<file path="config.mk">
export PLATFORM = sky130hd
export DESIGN_NAME = sensor_conditioner
export DESIGN_NICKNAME = d
export VERILOG_FILES = /design/src/rtl/sensor_conditioner.sv
export SDC_FILE = /design/constraint.sdc
export NUM_CORES = 1
export LEC_CHECK = 0
export CAP_MARGIN = 10
export CORE_MARGIN = 4
export CORE_UTILIZATION = 30
export DETAILED_ROUTE_END_ITERATION = 6
export PLACE_DENSITY = 0.45
export SETUP_SLACK_MARGIN = 0.05
export SKIP_LAST_GASP = 1
export SYNTH_ARGS = -nofsm -noshare
export SYNTH_HDL_FRONTEND = slang
export SYNTH_SLANG_ARGS = --single-unit
</file>
<file path="constraint.sdc">
create_clock -name clk -period 4.9 [get_ports clk]
set_input_delay 0.98 -clock clk [delete_from_list [all_inputs] [get_ports clk]]
set_output_delay 0.98 -clock clk [all_outputs]
set_load 0.03 [all_outputs]
</file>
<file path="src/rtl/sensor_conditioner.sv">
`default_nettype none
// ============================================================================
//  Module   : sensor_conditioner
//  Purpose  : Synchronises, debounces and qualifies three line-follower
//             optical sensors. Provides a warm-up valid flag, a one-cycle
//             change strobe and a "line lost" flag for the robot controller.
//  Revision : 1.0 - initial release
// ============================================================================
module sensor_conditioner #(
    parameter int         DEBOUNCE_CYCLES = 100000,
    parameter int         LOST_CYCLES     = 5000000,
    parameter logic [2:0] LOST_PATTERN    = 3'b000
) (
    input  logic clk,
    input  logic reset,
    input  logic sensor_l_raw,
    input  logic sensor_m_raw,
    input  logic sensor_r_raw,
    output logic sensor_l,
    output logic sensor_m,
    output logic sensor_r,
    output logic sensors_valid,
    output logic sensors_changed,
    output logic line_lost
);

    // Debounce counters only ever need to reach DEBOUNCE_CYCLES-1.
    localparam int c_DB_W   = $clog2(DEBOUNCE_CYCLES);
    // Warm-up counter must hold DEBOUNCE_CYCLES+1 (the value seen on the
    // edge that raises sensors_valid).
    localparam int c_WARM_W = $clog2(DEBOUNCE_CYCLES + 2);
    localparam int c_LOST_W = $clog2(LOST_CYCLES + 1);

    localparam logic [c_DB_W-1:0]   c_DB_LAST   = c_DB_W'(DEBOUNCE_CYCLES - 1);
    localparam logic [c_WARM_W-1:0] c_WARM_LAST = c_WARM_W'(DEBOUNCE_CYCLES + 1);
    localparam logic [c_LOST_W-1:0] c_LOST_MAX  = c_LOST_W'(LOST_CYCLES);

    // Bit order everywhere is {l, m, r}.
    logic [2:0]          w_raw;
    logic [2:0]          sync1_q;
    logic [2:0]          sync2_q;
    logic [2:0]          db_q;
    logic [2:0]          db_d;
    logic [c_DB_W-1:0]   db_cnt_q [3];
    logic [c_DB_W-1:0]   db_cnt_d [3];
    logic [c_WARM_W-1:0] warm_cnt_q;
    logic [c_WARM_W-1:0] warm_cnt_d;
    logic                valid_q;
    logic                valid_d;
    logic                changed_q;
    logic                changed_d;
    logic [c_LOST_W-1:0] lost_cnt_q;
    logic [c_LOST_W-1:0] lost_cnt_d;
    logic                lost_q;
    logic                lost_d;
    logic                w_any_update;

    assign w_raw = {sensor_l_raw, sensor_m_raw, sensor_r_raw};

    // Two-flop synchroniser; the raw pins are used nowhere else.
    always_ff @(posedge clk) begin
        if (reset) begin
            sync1_q <= 3'b000;
            sync2_q <= 3'b000;
        end else begin
            sync1_q <= w_raw;
            sync2_q <= sync1_q;
        end
    end

    // Per-channel debounce: count consecutive disagreeing cycles, adopt the
    // synchronised level once the run reaches DEBOUNCE_CYCLES.
    always_comb begin
        db_d = db_q;
        for (int i = 0; i < 3; i++) begin
            db_cnt_d[i] = '0;
            if (sync2_q[i] != db_q[i]) begin
                if (db_cnt_q[i] == c_DB_LAST) begin
                    db_d[i]     = sync2_q[i];
                    db_cnt_d[i] = '0;
                end else begin
                    db_cnt_d[i] = db_cnt_q[i] + c_DB_W'(1);
                end
            end
        end
    end

    assign w_any_update = |(db_d ^ db_q);

    // Warm-up counter freezes once valid; the strobe is suppressed until the
    // cycle in which valid itself becomes visible.
    always_comb begin
        warm_cnt_d = warm_cnt_q;
        valid_d    = valid_q;
        if (!valid_q) begin
            warm_cnt_d = warm_cnt_q + c_WARM_W'(1);
            if (warm_cnt_q == c_WARM_LAST) begin
                valid_d = 1'b1;
            end
        end
        changed_d = valid_d & w_any_update;
    end

    // Lost tracking: saturating count of valid cycles spent on the lost
    // pattern; leaving the pattern clears both the count and the flag on the
    // same edge the new vector appears.
    always_comb begin
        lost_cnt_d = lost_cnt_q;
        lost_d     = 1'b0;
        if (db_d != LOST_PATTERN) begin
            lost_cnt_d = '0;
        end else begin
            if (valid_q && (db_q == LOST_PATTERN) && (lost_cnt_q != c_LOST_MAX)) begin
                lost_cnt_d = lost_cnt_q + c_LOST_W'(1);
            end
            lost_d = (lost_cnt_d == c_LOST_MAX);
        end
    end

    // State registers for debouncers, warm-up, strobe and lost tracking.
    always_ff @(posedge clk) begin
        if (reset) begin
            db_q       <= 3'b000;
            warm_cnt_q <= '0;
            valid_q    <= 1'b0;
            changed_q  <= 1'b0;
            lost_cnt_q <= '0;
            lost_q     <= 1'b0;
            for (int i = 0; i < 3; i++) begin
                db_cnt_q[i] <= '0;
            end
        end else begin
            db_q       <= db_d;
            warm_cnt_q <= warm_cnt_d;
            valid_q    <= valid_d;
            changed_q  <= changed_d;
            lost_cnt_q <= lost_cnt_d;
            lost_q     <= lost_d;
            for (int i = 0; i < 3; i++) begin
                db_cnt_q[i] <= db_cnt_d[i];
            end
        end
    end

    assign sensor_l        = db_q[2];
    assign sensor_m        = db_q[1];
    assign sensor_r        = db_q[0];
    assign sensors_valid   = valid_q;
    assign sensors_changed = changed_q;
    assign line_lost       = lost_q;

endmodule
`default_nettype wire
</file>
[Yosys cells after proc, flatten, opt, wreduce, memory -nomap -nowiden]
Memories as Yosys holds them, arrays and structs flattened.
Index checks and enable logic that the tools add are counted.
Storage, ports and cells
  flip-flop bits (word level): 52
  RAM bits: 51
  input bits: 5
  word-level logic and storage cells: 56
  memories kept: 1
Operators by class
  add/subtract/negate cells: 5
  equal/unequal tests: 9
  mux-type cells: 22
  bitwise gates (word level): 5
  reduce and logical (&&, ||, !) cells: 6
Memory list
  db_cnt_q: words 3, bits a word 17, rd ports 3, clocked after Yosys merged registers in 0, wr ports 3, line 44  | logic [c_DB_W-1:0] db_cnt_q [3];
Operator list (count)
  $mux 17: 9
  $add 17x1->17 const B: 4
  $eq 17x17->1 const B: 4
  $mux 23: 2
  $add 23x1->23 const B: 1
  $eq 23x23->1 const B: 1
  $ne 23x23->1 const B: 1
  $mux 1: 11
  $logic_not 3->1: 1
  $ne 1x1->1: 3
  $or 1x1->1: 3
  $reduce_bool 3->1: 1
  $reduce_or 3->1: 1
  $xor 3x3->3: 1
  $logic_and 1x1->1: 2
  $reduce_or 2->1: 1
  $and 1x1->1: 1

[Depth between registers and ports, before layout]
  depth in word-level cells: 6
  mapped depth: 8

[Worst setup path before layout]
No wires, ideal clock.
  path kind: reg2reg
  start point: register valid_q (netlist: sensors_valid)
  end point: register lost_q (netlist: line_lost)
  setup time: 0.088 ns
  arrival time: 2.385 ns
  required time: 4.812 ns
  slack: 2.427 ns
  stages on the path, launching flop included: 8
  buffers on the path: 1
  period minus slack after synthesis: 2.473 ns
  path through: dfxtp_1 buf_4 nor4b_4 nand4_4 or4_1 a211oi_1 o2111ai_1 nor4_2
Between the ends
  longest elaborated chain between the ends: 5
Ends and longest elaborated chain
  from (decl): line 48  | logic valid_q;
  from (signal assigned): line 135  | valid_q <= valid_d;
  $logic_and 1x1->1 (2 in series): line 113  | if (valid_q && (db_q == LOST_PATTERN) && (lost_cnt_q != c_LOST_MAX)) begin
  $mux 23: line 113
  $mux 23: line 110  | if (db_d != LOST_PATTERN) begin
  $eq 23x23->1: line 116  | lost_d = (lost_cnt_d == c_LOST_MAX);
  to (signal assigned): line 138  | lost_q <= lost_d;
  to (decl): line 54  | logic lost_q;
Every way passes these cells. The select of a mux whose other input is x is not followed.
A chain may end at the register's enable or synchronous reset.

==> load_flow_metrics.sql <==
INSERT INTO impl_metrics (metric_group, metric, value, unit) VALUES
('run_status', 'run_status', 'complete, no violations', ''),
('global_route', 'grt_overflow', '0', ''),
('power', 'internal-power', '1.22', 'mW'),
('logic_synthesis', 'synthFlopType', 'sky130_fd_sc_hd__dfxtp_1', ''),
('drt', 'first_drt_pass_iteration_count', '4', ''),
('cts', 'cts-htree-levels', '3', ''),
('timing', 'totalNegativeSetupSlack', '0', 'ns'),
('timing', 'layout_worst_path_cycle_share', '64.2', '%'),
('cts', 'tritoncts_num_sinks', '103', ''),
('logic_synthesis', 'synth_fp_nets', '554', ''),
('logic_synthesis', 'yosys.cell_types.count', '48', ''),
('drt', 'drc', '0', ''),
('logic_synthesis', 'mappedNetlistArea', '4730', 'um2'),
('power', 'worst_ir_drop_vdd', '0.137', 'mV'),
('worst_hold_path', 'hold-path-cell-count', '1', ''),
('drt', 'route.detailed.wl_per_inst', '12.1', 'um'),
('finish', 'drive_gt1_share', '5.24', '%'),
('cts', 'insertion_delay', '0.35', 'ns'),
('setup_path', 'worstPathBufferInverterCount', '0', ''),
('timing', 'finalCriticalPeriod', '3.14', 'ns'),
('setup_path', 'startpoint_type', 'flip-flop', ''),
('setup_path', 'crit_path_arrival_time', '3.43', 'ns'),
('floorplanning', 'dieArea', '17800', 'um2'),
('floorplanning', 'fp.dieW', '134', 'um'),
('logic_synthesis', 'synth_enable_flop_cells', '0', ''),
('finish', 'fillerInstances', '1660', ''),
('power', 'power_per_cell_area', '293', 'nW/um2'),
('timing', 'worstMarginPinSlew', '1.12', 'ns'),
('logic_synthesis', 'synth-warning-count', '0', ''),
('logic_synthesis', 'synth_seq_cells', '103', ''),
('setup_path', 'path_depth', '6', ''),
('setup_path', 'critPathCaptureType', 'flip-flop', ''),
('global_route', 'grt_antenna_before_repair', '0', ''),
('global_route', 'first_global_vias', '3293', ''),
('place', 'port-buffer-count', '10', ''),
('place', 'dp_hpwl', '6480', 'um'),
('place', 'globalplace.congestion', '0.781', ''),
('cts', 'cts-buffers-inserted', '9', ''),
('run', 'max-cap-violations', '0', ''),
('setup_path', 'cpMaxStageDelayCell', 'sky130_fd_sc_hd__nand4b_1', ''),
('power', 'power.leakage', '1.74', 'nW'),
('setup_path', 'worstSetupPathType', 'reg -> reg', ''),
('drt', 'totalWireLength', '9270', 'um'),
('setup_path', 'worst_r2r_path_depth', '6', ''),
('cts', 'cts_tree', 'yes', ''),
('timing', 'fmaxAchievable', '318', 'MHz'),
('timing', 'finalSetupViolCount', '0', ''),
('timing', 'maxSlewHeadroom', '24.8', '%'),
('power', 'share_comb_of_total_power', '1.6', '%'),
('finish', 'most-common-layout-cells', 'sky130_fd_sc_hd__nor2_1, sky130_fd_sc_hd__dfxtp_1, sky130_fd_sc_hd__xor2_1', ''),
('setup_path', 'worst_ep_required_time', '5.19', 'ns'),
('logic_synthesis', 'synth_cells', '542', ''),
('timing', 'final_hold_viol_count', '0', ''),
('cts', 'ctsLongestPathBuffers', '2', ''),
('floorplanning', 'placeable_core_region', '15300', 'um2'),
('timing', 'rsz0062_at_grt', 'no', ''),
('floorplanning', 'fp-row-count', '45', ''),
('setup_path', 'critPathTopFamily', 'simple AND/OR/NAND/NOR gates', ''),
('setup_path', 'path_max_fanout', '24', ''),
('floorplanning', 'die_h', '134', 'um'),
('worst_hold_path', 'hold_path.class', 'reg -> reg', ''),
('finish', 'layout_nets', '560', ''),
('finish', 'area_growth_syn_to_layout', '12.7', '%'),
('power', 'p_seq_share', '54.1', '%'),
('power', 'total_switching_power', '347', 'uW'),
('power', 'total_power', '1.56', 'mW'),
('global_route', 'grt_start_max_net_pins', '32', ''),
('finish', 'layout_commonest_cell', 'sky130_fd_sc_hd__nor2_1', ''),
('drt', 'viasPerCell', '4.66', ''),
('drt', 'drt.antenna.violating_nets', '0', ''),
('drt', 'dr.first_iter.drc_count', '164', '');
==> state kept, by name, summed over array words and instances (netlist names) <==
register         flops
sensors_changed      1
db_cnt_q            51
line_lost            1
sync2_q              3
db_q                 3
sync1_q              3
sensors_valid        1
warm_cnt_q          17
lost_cnt_q          23
==> worst paths after layout <==
check / end / slack (ns) / startpoint
max reg2reg: lost_cnt_q[12]$_SDFF_PP0_ / 1.76 / db_cnt_q[0][40]$_SDFF_PP0_
max: lost_cnt_q[12]$_SDFF_PP0_ / 1.76 / db_cnt_q[0][40]$_SDFF_PP0_
min reg2reg: sync2_q[0]$_SDFF_PP0_ / 0.45 / sync1_q[0]$_SDFF_PP0_
min: sync2_q[0]$_SDFF_PP0_ / 0.45 / sync1_q[0]$_SDFF_PP0_
==> worst register-to-register path, cell delays in order (launching register included) <==
cell	delay [ns]
sky130_fd_sc_hd__dfxtp_1	0.36
sky130_fd_sc_hd__nor4b_1	0.32
sky130_fd_sc_hd__nand2_1	0.09
sky130_fd_sc_hd__or4_1	0.63
sky130_fd_sc_hd__mux2i_1	0.23
sky130_fd_sc_hd__nand4b_1	0.89
sky130_fd_sc_hd__o21ba_2	0.57
==> power groups by stage <==
stage / sequential, mW / combinational (mW) / clock [mW]
after floorplan: 0.864 / 0.0173 / 0
after global placement: 0.865 / 0.0254 / 0
after detailed placement: 0.865 / 0.0258 / 0
after CTS: 0.845 / 0.0258 / 0.726
after global routing: 0.846 / 0.0290 / 0.758
final: 0.846 / 0.0253 / 0.693
==> routing by layer <==
| metal | global-route usage [%] | wire (um) | vias to the layer above |
|---|---|---|---|
| met5 | 0 | 0 | - |
| met4 | 4.97 | 197 | 0 |
| met3 | 2.27 | 222 | 12 |
| met2 | 15.7 | 3890 | 38 |
| met1 | 15.2 | 4950 | 1649 |
| li1 | - | - | 1864 |
==> stage by stage <==
stage,hold WS (ns),area [um2],std cells
2_1_floorplan,0.413,4730,542
3_3_place_gp,0.423,5040,748
3_5_place_dp,0.423,5040,748
4_1_cts,0.450,5330,764
5_1_grt,0.469,5330,764
6_report,0.447,5330,764
==> cells in the mapped netlist (2+ instances only) <==
cell type	n	area [um2]
sky130_fd_sc_hd__nor4_1	5	31.3
sky130_fd_sc_hd__nand3_1	32	160
sky130_fd_sc_hd__nand2_1	40	150
sky130_fd_sc_hd__dfxtp_1	103	2060
sky130_fd_sc_hd__nor4bb_1	2	20.0
sky130_fd_sc_hd__nand4b_1	3	26.3
sky130_fd_sc_hd__and2_1	2	12.5
sky130_fd_sc_hd__or4_1	2	15.0
sky130_fd_sc_hd__a21oi_1	5	25.0
sky130_fd_sc_hd__o22ai_1	2	12.5
sky130_fd_sc_hd__nor4_2	2	25.0
sky130_fd_sc_hd__inv_1	13	48.8
sky130_fd_sc_hd__xnor2_1	38	333
sky130_fd_sc_hd__o21ai_0	4	20.0
sky130_fd_sc_hd__nor2b_1	8	50.1
sky130_fd_sc_hd__or2_2	5	31.3
sky130_fd_sc_hd__and3_1	13	81.3
sky130_fd_sc_hd__and4_1	5	43.8
sky130_fd_sc_hd__mux2i_1	5	50.1
sky130_fd_sc_hd__a41oi_1	3	26.3
sky130_fd_sc_hd__nand4_1	17	106
sky130_fd_sc_hd__nor2_1	111	417
sky130_fd_sc_hd__and4b_1	4	40.0
sky130_fd_sc_hd__nor3_1	13	65.1
sky130_fd_sc_hd__o2111ai_1	2	17.5
sky130_fd_sc_hd__nor4b_1	9	78.8
sky130_fd_sc_hd__ha_1	7	87.6
sky130_fd_sc_hd__o21a_1	2	15.0
sky130_fd_sc_hd__xor2_1	47	412
sky130_fd_sc_hd__a211oi_1	3	22.5
sky130_fd_sc_hd__or3_1	5	31.3
sky130_fd_sc_hd__clkbuf_1	14	52.6
==> cell families after synthesis <==
logic type	after synthesis	share of synthesized area (%)
AND/OR/NAND/NOR	285	31.2
flip-flops	103	43.6
XOR/XNOR	85	15.7
buffers and inverters	29	2.38
AO/OA/AOI/OAI	28	4.23
adder cells (fa/ha/maj)	7	1.85
multiplexers	5	1.06
==> cell type report <==
| type | count | area (um2) | area share, % |
|---|---|---|---|
| multi-input cells | 410 | 2560 | 48.0 |
| clock inverters | 6 | 52.6 | 0.986 |
| flip-flops and latches | 103 | 2060 | 38.7 |
| repair buffers | 11 | 108 | 2.02 |
| clock buffers | 10 | 239 | 4.48 |
| inverters | 13 | 48.8 | 0.915 |
| well taps | 211 | 264 | 4.95 |
Power figures use the tool's default switching activity.
==> edit 1: new RTL, same settings <==
The parameter `LOST_CYCLES` goes from 5000000 to 2500000.
--- a/src/rtl/sensor_conditioner.sv
+++ b/src/rtl/sensor_conditioner.sv
@@ -8,7 +8,7 @@
 // ============================================================================
 module sensor_conditioner #(
     parameter int         DEBOUNCE_CYCLES = 100000,
-    parameter int         LOST_CYCLES     = 5000000,
+    parameter int         LOST_CYCLES     = 2500000,
     parameter logic [2:0] LOST_PATTERN    = 3'b000
 ) (
     input  logic clk,
Function: same outputs for any inputs over 10 cycles, from zero or initial values and one cycle with reset high; that may be too few to reach the edited logic, so the function may still have changed.
==> edit 1 against the unedited design <==
Synthesized cell count shrank 1.7%. Global-route usage increased by 0.089 points. Total power up 3.1%. Critical path depth up 2. Sequential share of layout area down 0.16 points. Worst setup slack improved by 0.085 ns. Largest cell class unchanged. Largest power group unchanged. Design area shrank 0.56%. Sequential cell count fell by 1. First-iteration DRC count is 18% higher. Count of clock-buffer cells in the layout grew 1. Critical path type unchanged. Wire length rose by 0.58%. Critical endpoint is now line_lost. Synthesized area increased by 0.37%. Via count shrank 1.5%.
==> edit 1: results (changes against the unedited design) <==
stage;metric;value;unit;change
finish;Regs by FF count;db_cnt_q (51), lost_cnt_q (22), warm_cnt_q (17);;was db_cnt_q (51), lost_cnt_q (23), warm_cnt_q (17)
status;status;finished clean;;unchanged
critical_path;crit path max fanout;23;;was 24
placed_design;gpl congestion;0.8150;;was 0.7809
finish;Clock buf/inv share;5.759;%;was 5.468%
logic_synthesis;Post-Synth XOR/XNOR Area;14.75;%;was 15.73%
route;routed wire length;9321;um;was 9267 um
finish;layout cell share with drive strength beyond 1;5.204;%;was 5.244%
finish;Non-clk bufs;12;;was 11
sta;top achievable clock speed;326.9;MHz;was 318.1 MHz
pwr;Peak VDD IR;148.9;uV;was 136.9 uV
logic_synthesis;Seq/Total Area, Yosys;42.99;%;was 43.57%
finish;buffer share of cell area;2.171;%;was 2.018%
pwr;P_leak;1.730;nW;was 1.737 nW
route;met1 wire length;4775;um;was 4954 um
route;DR vias;3510;;was 3563
logic_synthesis;largest cells by area after synthesis;dfxtp_1 43%, xor2_1 8.7%, nor2_1 7.6%;;was dfxtp_1 44%, nor2_1 8.8%, xor2_1 8.7%
min_path;hold endpoint;sync2_q[1];;was sync2_q[0]
sta;WHS;0.4439;ns;was 0.4465 ns
global_route;GR Util met3;2.738;%;was 2.266%
finish;clkbuf count;11;;was 10
pwr;clk pwr;0.750;mW;was 0.693 mW
critical_path;reg2reg end;line_lost;;was lost_cnt_q[12]
finish;invs w/o clock;10;;was 13
global_route;first-pass GRT wire length;15930;um;was 15880 um
logic_synthesis;post-synthesis mux area share;1.054;%;was 1.058%
pwr;switching share of total power;20.10;%;was 22.15%
critical_path;Worst Setup SP;db_cnt_q[0][17];;was db_cnt_q[0][40]
logic_synthesis;post-synth cell types;58;;was 48
finish;Multi-input gate area;0.002537;mm2;was 0.002557 mm2
global_route;M1 GR Usage;15.02;%;was 15.15%
critical_path;worst reg-to-reg path cell count;8;;was 6
route;initial drt markers;193;;was 164
pwr;clock share of power;46.5;%;was 44.3%
route;wire length on met2;4096;um;was 3893 um
sta;Setup Skew;0.008687;ns;was 0.01059 ns
global_route;number of global-route vias before repair;3314;;was 3293
critical_path;WP data arrival;3.31;ns;was 3.43 ns
critical_path;Worst R2R Start;db_cnt_q[0][17];;was db_cnt_q[0][40]
critical_path;CP max stage cell;or4b_1;;was nand4b_1
critical_path;CP peak stage delay;0.56;ns;was 0.89 ns
logic_synthesis;Commonest cells post-synth;102 x dfxtp_1, 96 x nor2_1, 47 x xor2_1, 33 x xnor2_1, 32 x nand2_1;;was 111 x nor2_1, 103 x dfxtp_1, 47 x xor2_1, 40 x nand2_1, 38 x xnor2_1
edit 1: cell types whose count changed in the layout (fill, tap and decap cells not counted), sizes merged, moves of 4 or more:
| cell | delta |
|---|---|
| a21oi | +6 |
| nand2 | -8 |
| inv | -5 |
| nand4 | +6 |
| nand3 | -8 |
| xnor2 | -5 |
| nor2 | -15 |
| or4bb | +5 |
| or3 | +7 |
| nor4b | -5 |
| or2 | -5 |
| o21ai | +6 |
| nor3 | -4 |
| and2 | +6 |
edit 1: through the flow:
| step | instance area, um2 | std cells |
|---|---|---|
| floorplan | 4750 | 533 |
| global placement | 4996 | 734 |
| detailed placement | 4996 | 734 |
| CTS | 5301 | 749 |
| global route | 5301 | 749 |
| finish | 5301 | 749 |
edit 1: how the worst max path moves through the flow:
stage,end,cells past startpoint
finish,line_lost,8
global route,line_lost,8
CTS,line_lost,8
detailed placement,line_lost,8
global placement,line_lost,8
floorplan,line_lost,6
==> edit 2: new RTL, config.mk and constraints unchanged <==
Made on the original files. Reset style: asynchronous (`reset`), changed in 2 clocked blocks.
--- a/src/rtl/sensor_conditioner.sv
+++ b/src/rtl/sensor_conditioner.sv
@@ -58,7 +58,7 @@
     assign w_raw = {sensor_l_raw, sensor_m_raw, sensor_r_raw};
 
     // Two-flop synchroniser; the raw pins are used nowhere else.
-    always_ff @(posedge clk) begin
+    always_ff @(posedge clk or posedge reset) begin
         if (reset) begin
             sync1_q <= 3'b000;
             sync2_q <= 3'b000;
@@ -118,7 +118,7 @@
     end
 
     // State registers for debouncers, warm-up, strobe and lost tracking.
-    always_ff @(posedge clk) begin
+    always_ff @(posedge clk or posedge reset) begin
         if (reset) begin
             db_q       <= 3'b000;
             warm_cnt_q <= '0;
Behaviour: no difference found for any inputs over 10 cycles, from zero or initial values and one cycle with reset high; that may be too few to reach the edited logic, so the function may still have changed.
==> edit 2 against the unedited design <==
Total power up 3.7%. Design area up 8.3%. Non-clock buffer count grew 2. Worst setup slack better by 0.52 ns. Cell count shrank 1.7%. First-iteration DRC count is 6.1% higher. Clock power is 3.3% higher. Wire length up 12%. Via count is 1.6% higher. Die area rose by 8.7%. Count of clock-buffer cells in the layout is the same. Synthesized area up 9.2%. Sequential cell count unchanged. Combinational power grew 62%. Critical endpoint is now line_lost. Largest power group unchanged.
==> edit 2: results (changes against the unedited design) <==
stage;metric;value;unit;change
global_route;GRT Util Overall;11.52;%;was 10.76%
global_route;largest net degree at the start of global routing;53;;was 32
logic_synthesis;Synth warnings;0;;unchanged
route;Avg WL per Cell;13.78;um;was 12.13 um
logic_synthesis;Commonest cells post-synth;103 x dfrtp_1, 85 x nor2_1, 43 x xor2_1, 39 x xnor2_1, 36 x nand2_1;;was 111 x nor2_1, 103 x dfxtp_1, 47 x xor2_1, 40 x nand2_1, 38 x xnor2_1
route;DR vias;3619;;was 3563
pwr;Peak VDD IR;166.4;uV;was 136.9 uV
pwr;P_leak;2.471;nW;was 1.737 nW
status;status;finished clean;;unchanged
critical_path;crit path max fanout;10;;was 24
route;vias per inst;4.819;;was 4.664
logic_synthesis;Mean Syn Cell Area;9.864;um2;was 8.731 um2
pwr;switching share of total power;22.06;%;was 22.15%
finish;Filler Cells Inserted;1710;;was 1660
sta;relative slew slack;50.54;%;was 24.80%
critical_path;WP data arrival;2.92;ns;was 3.43 ns
logic_synthesis;async set-reset flop share out of synthesis;100.0;%;was 0%
placed_design;DP Area;0.005485;mm2;was 0.005040 mm2
logic_synthesis;ys flop type;dfrtp_1;;was dfxtp_1
global_route;number of global-route vias before repair;3678;;was 3293
sta;Setup Skew;0.005652;ns;was 0.01059 ns
placed_design;gpl congestion;0.8407;;was 0.7809
logic_synthesis;post-synth cell types;45;;was 48
finish;layout cell share with drive strength beyond 1;4.896;%;was 5.244%
logic_synthesis;syn_nets;536;;was 554
critical_path;r2r setup slk;2.27;ns;was 1.76 ns
sta;WHS;0.3493;ns;was 0.4465 ns
global_route;first-pass GRT wire length;18490;um;was 15880 um
placed_design;Placed Cells;736;;was 748
==> edit 2: final timing paths <==
check,from,endpoint,cells after the start
worst max-delay path,sensors_valid,line_lost,6
worst min-delay path,sync1_q[1],sync2_q[1],0
worst max register to register,sensors_valid,line_lost,6
worst min register to register,sync1_q[1],sync2_q[1],0
max in group asynchronous,reset,lost_cnt_q[22],3
min in group asynchronous,reset,sync2_q[0],2
==> edit 2: layout make-up <==
cell class | instances | area share (%)
clock buffer | 10 | 3.967
clock inverter | 5 | 0.9972
inverter | 11 | 0.7587
multi-input combinational | 389 | 42.73
sequential | 103 | 44.66
tap | 220 | 4.769
timing repair buffer | 13 | 2.124
==> edit 2: power by group through the flow <==
stage          registers (mW)  logic, mW  clock network (mW)
4_1_cts                 0.865     0.0437               0.751
5_1_grt                 0.866     0.0495               0.779
6_report                0.866     0.0409               0.716
2_1_floorplan           0.880     0.0292                   0
3_3_place_gp            0.882     0.0426                   0
3_5_place_dp            0.882     0.0433                   0
==> edit 2: worst max-delay path: stages, from the launching register on <==
cell and delay, ns:
dfrtp_1 0.49, nor4b_2 0.67, nand4_1 0.29, or4_1 0.58, xnor2_1 0.19, o211a_1 0.17, and4_1 0.18
==> edit 2: metal layers <==
| layer | track usage, % | share of wire, % |
|---|---|---|
| met5 | 0 | 0 |
| met4 | 3.502 | 1.2 |
| met3 | 3.636 | 3.3 |
| met2 | 17.20 | 46 |
| met1 | 16.05 | 49 |
==> edit 2: cell families after synthesis <==
logic type      count (synthesis)  synth area share [%]
compound gates                 32                 3.631
xor+xnor                       82                 13.89
fa+ha+maj                       7                 1.694
buf+inv                        32                 2.421
flops                         103                 49.87
mux                             7                 1.428
simple gates                  261                 27.06
==> edit 2: stage by stage <==
step                      worst slack, ns  utilization (%)
after global placement              2.314            32.73
after CTS                           2.253            34.44
final                               2.273            34.44
after global routing                1.972            34.44
after floorplan                     1.216                -
after detailed placement            2.280            32.73
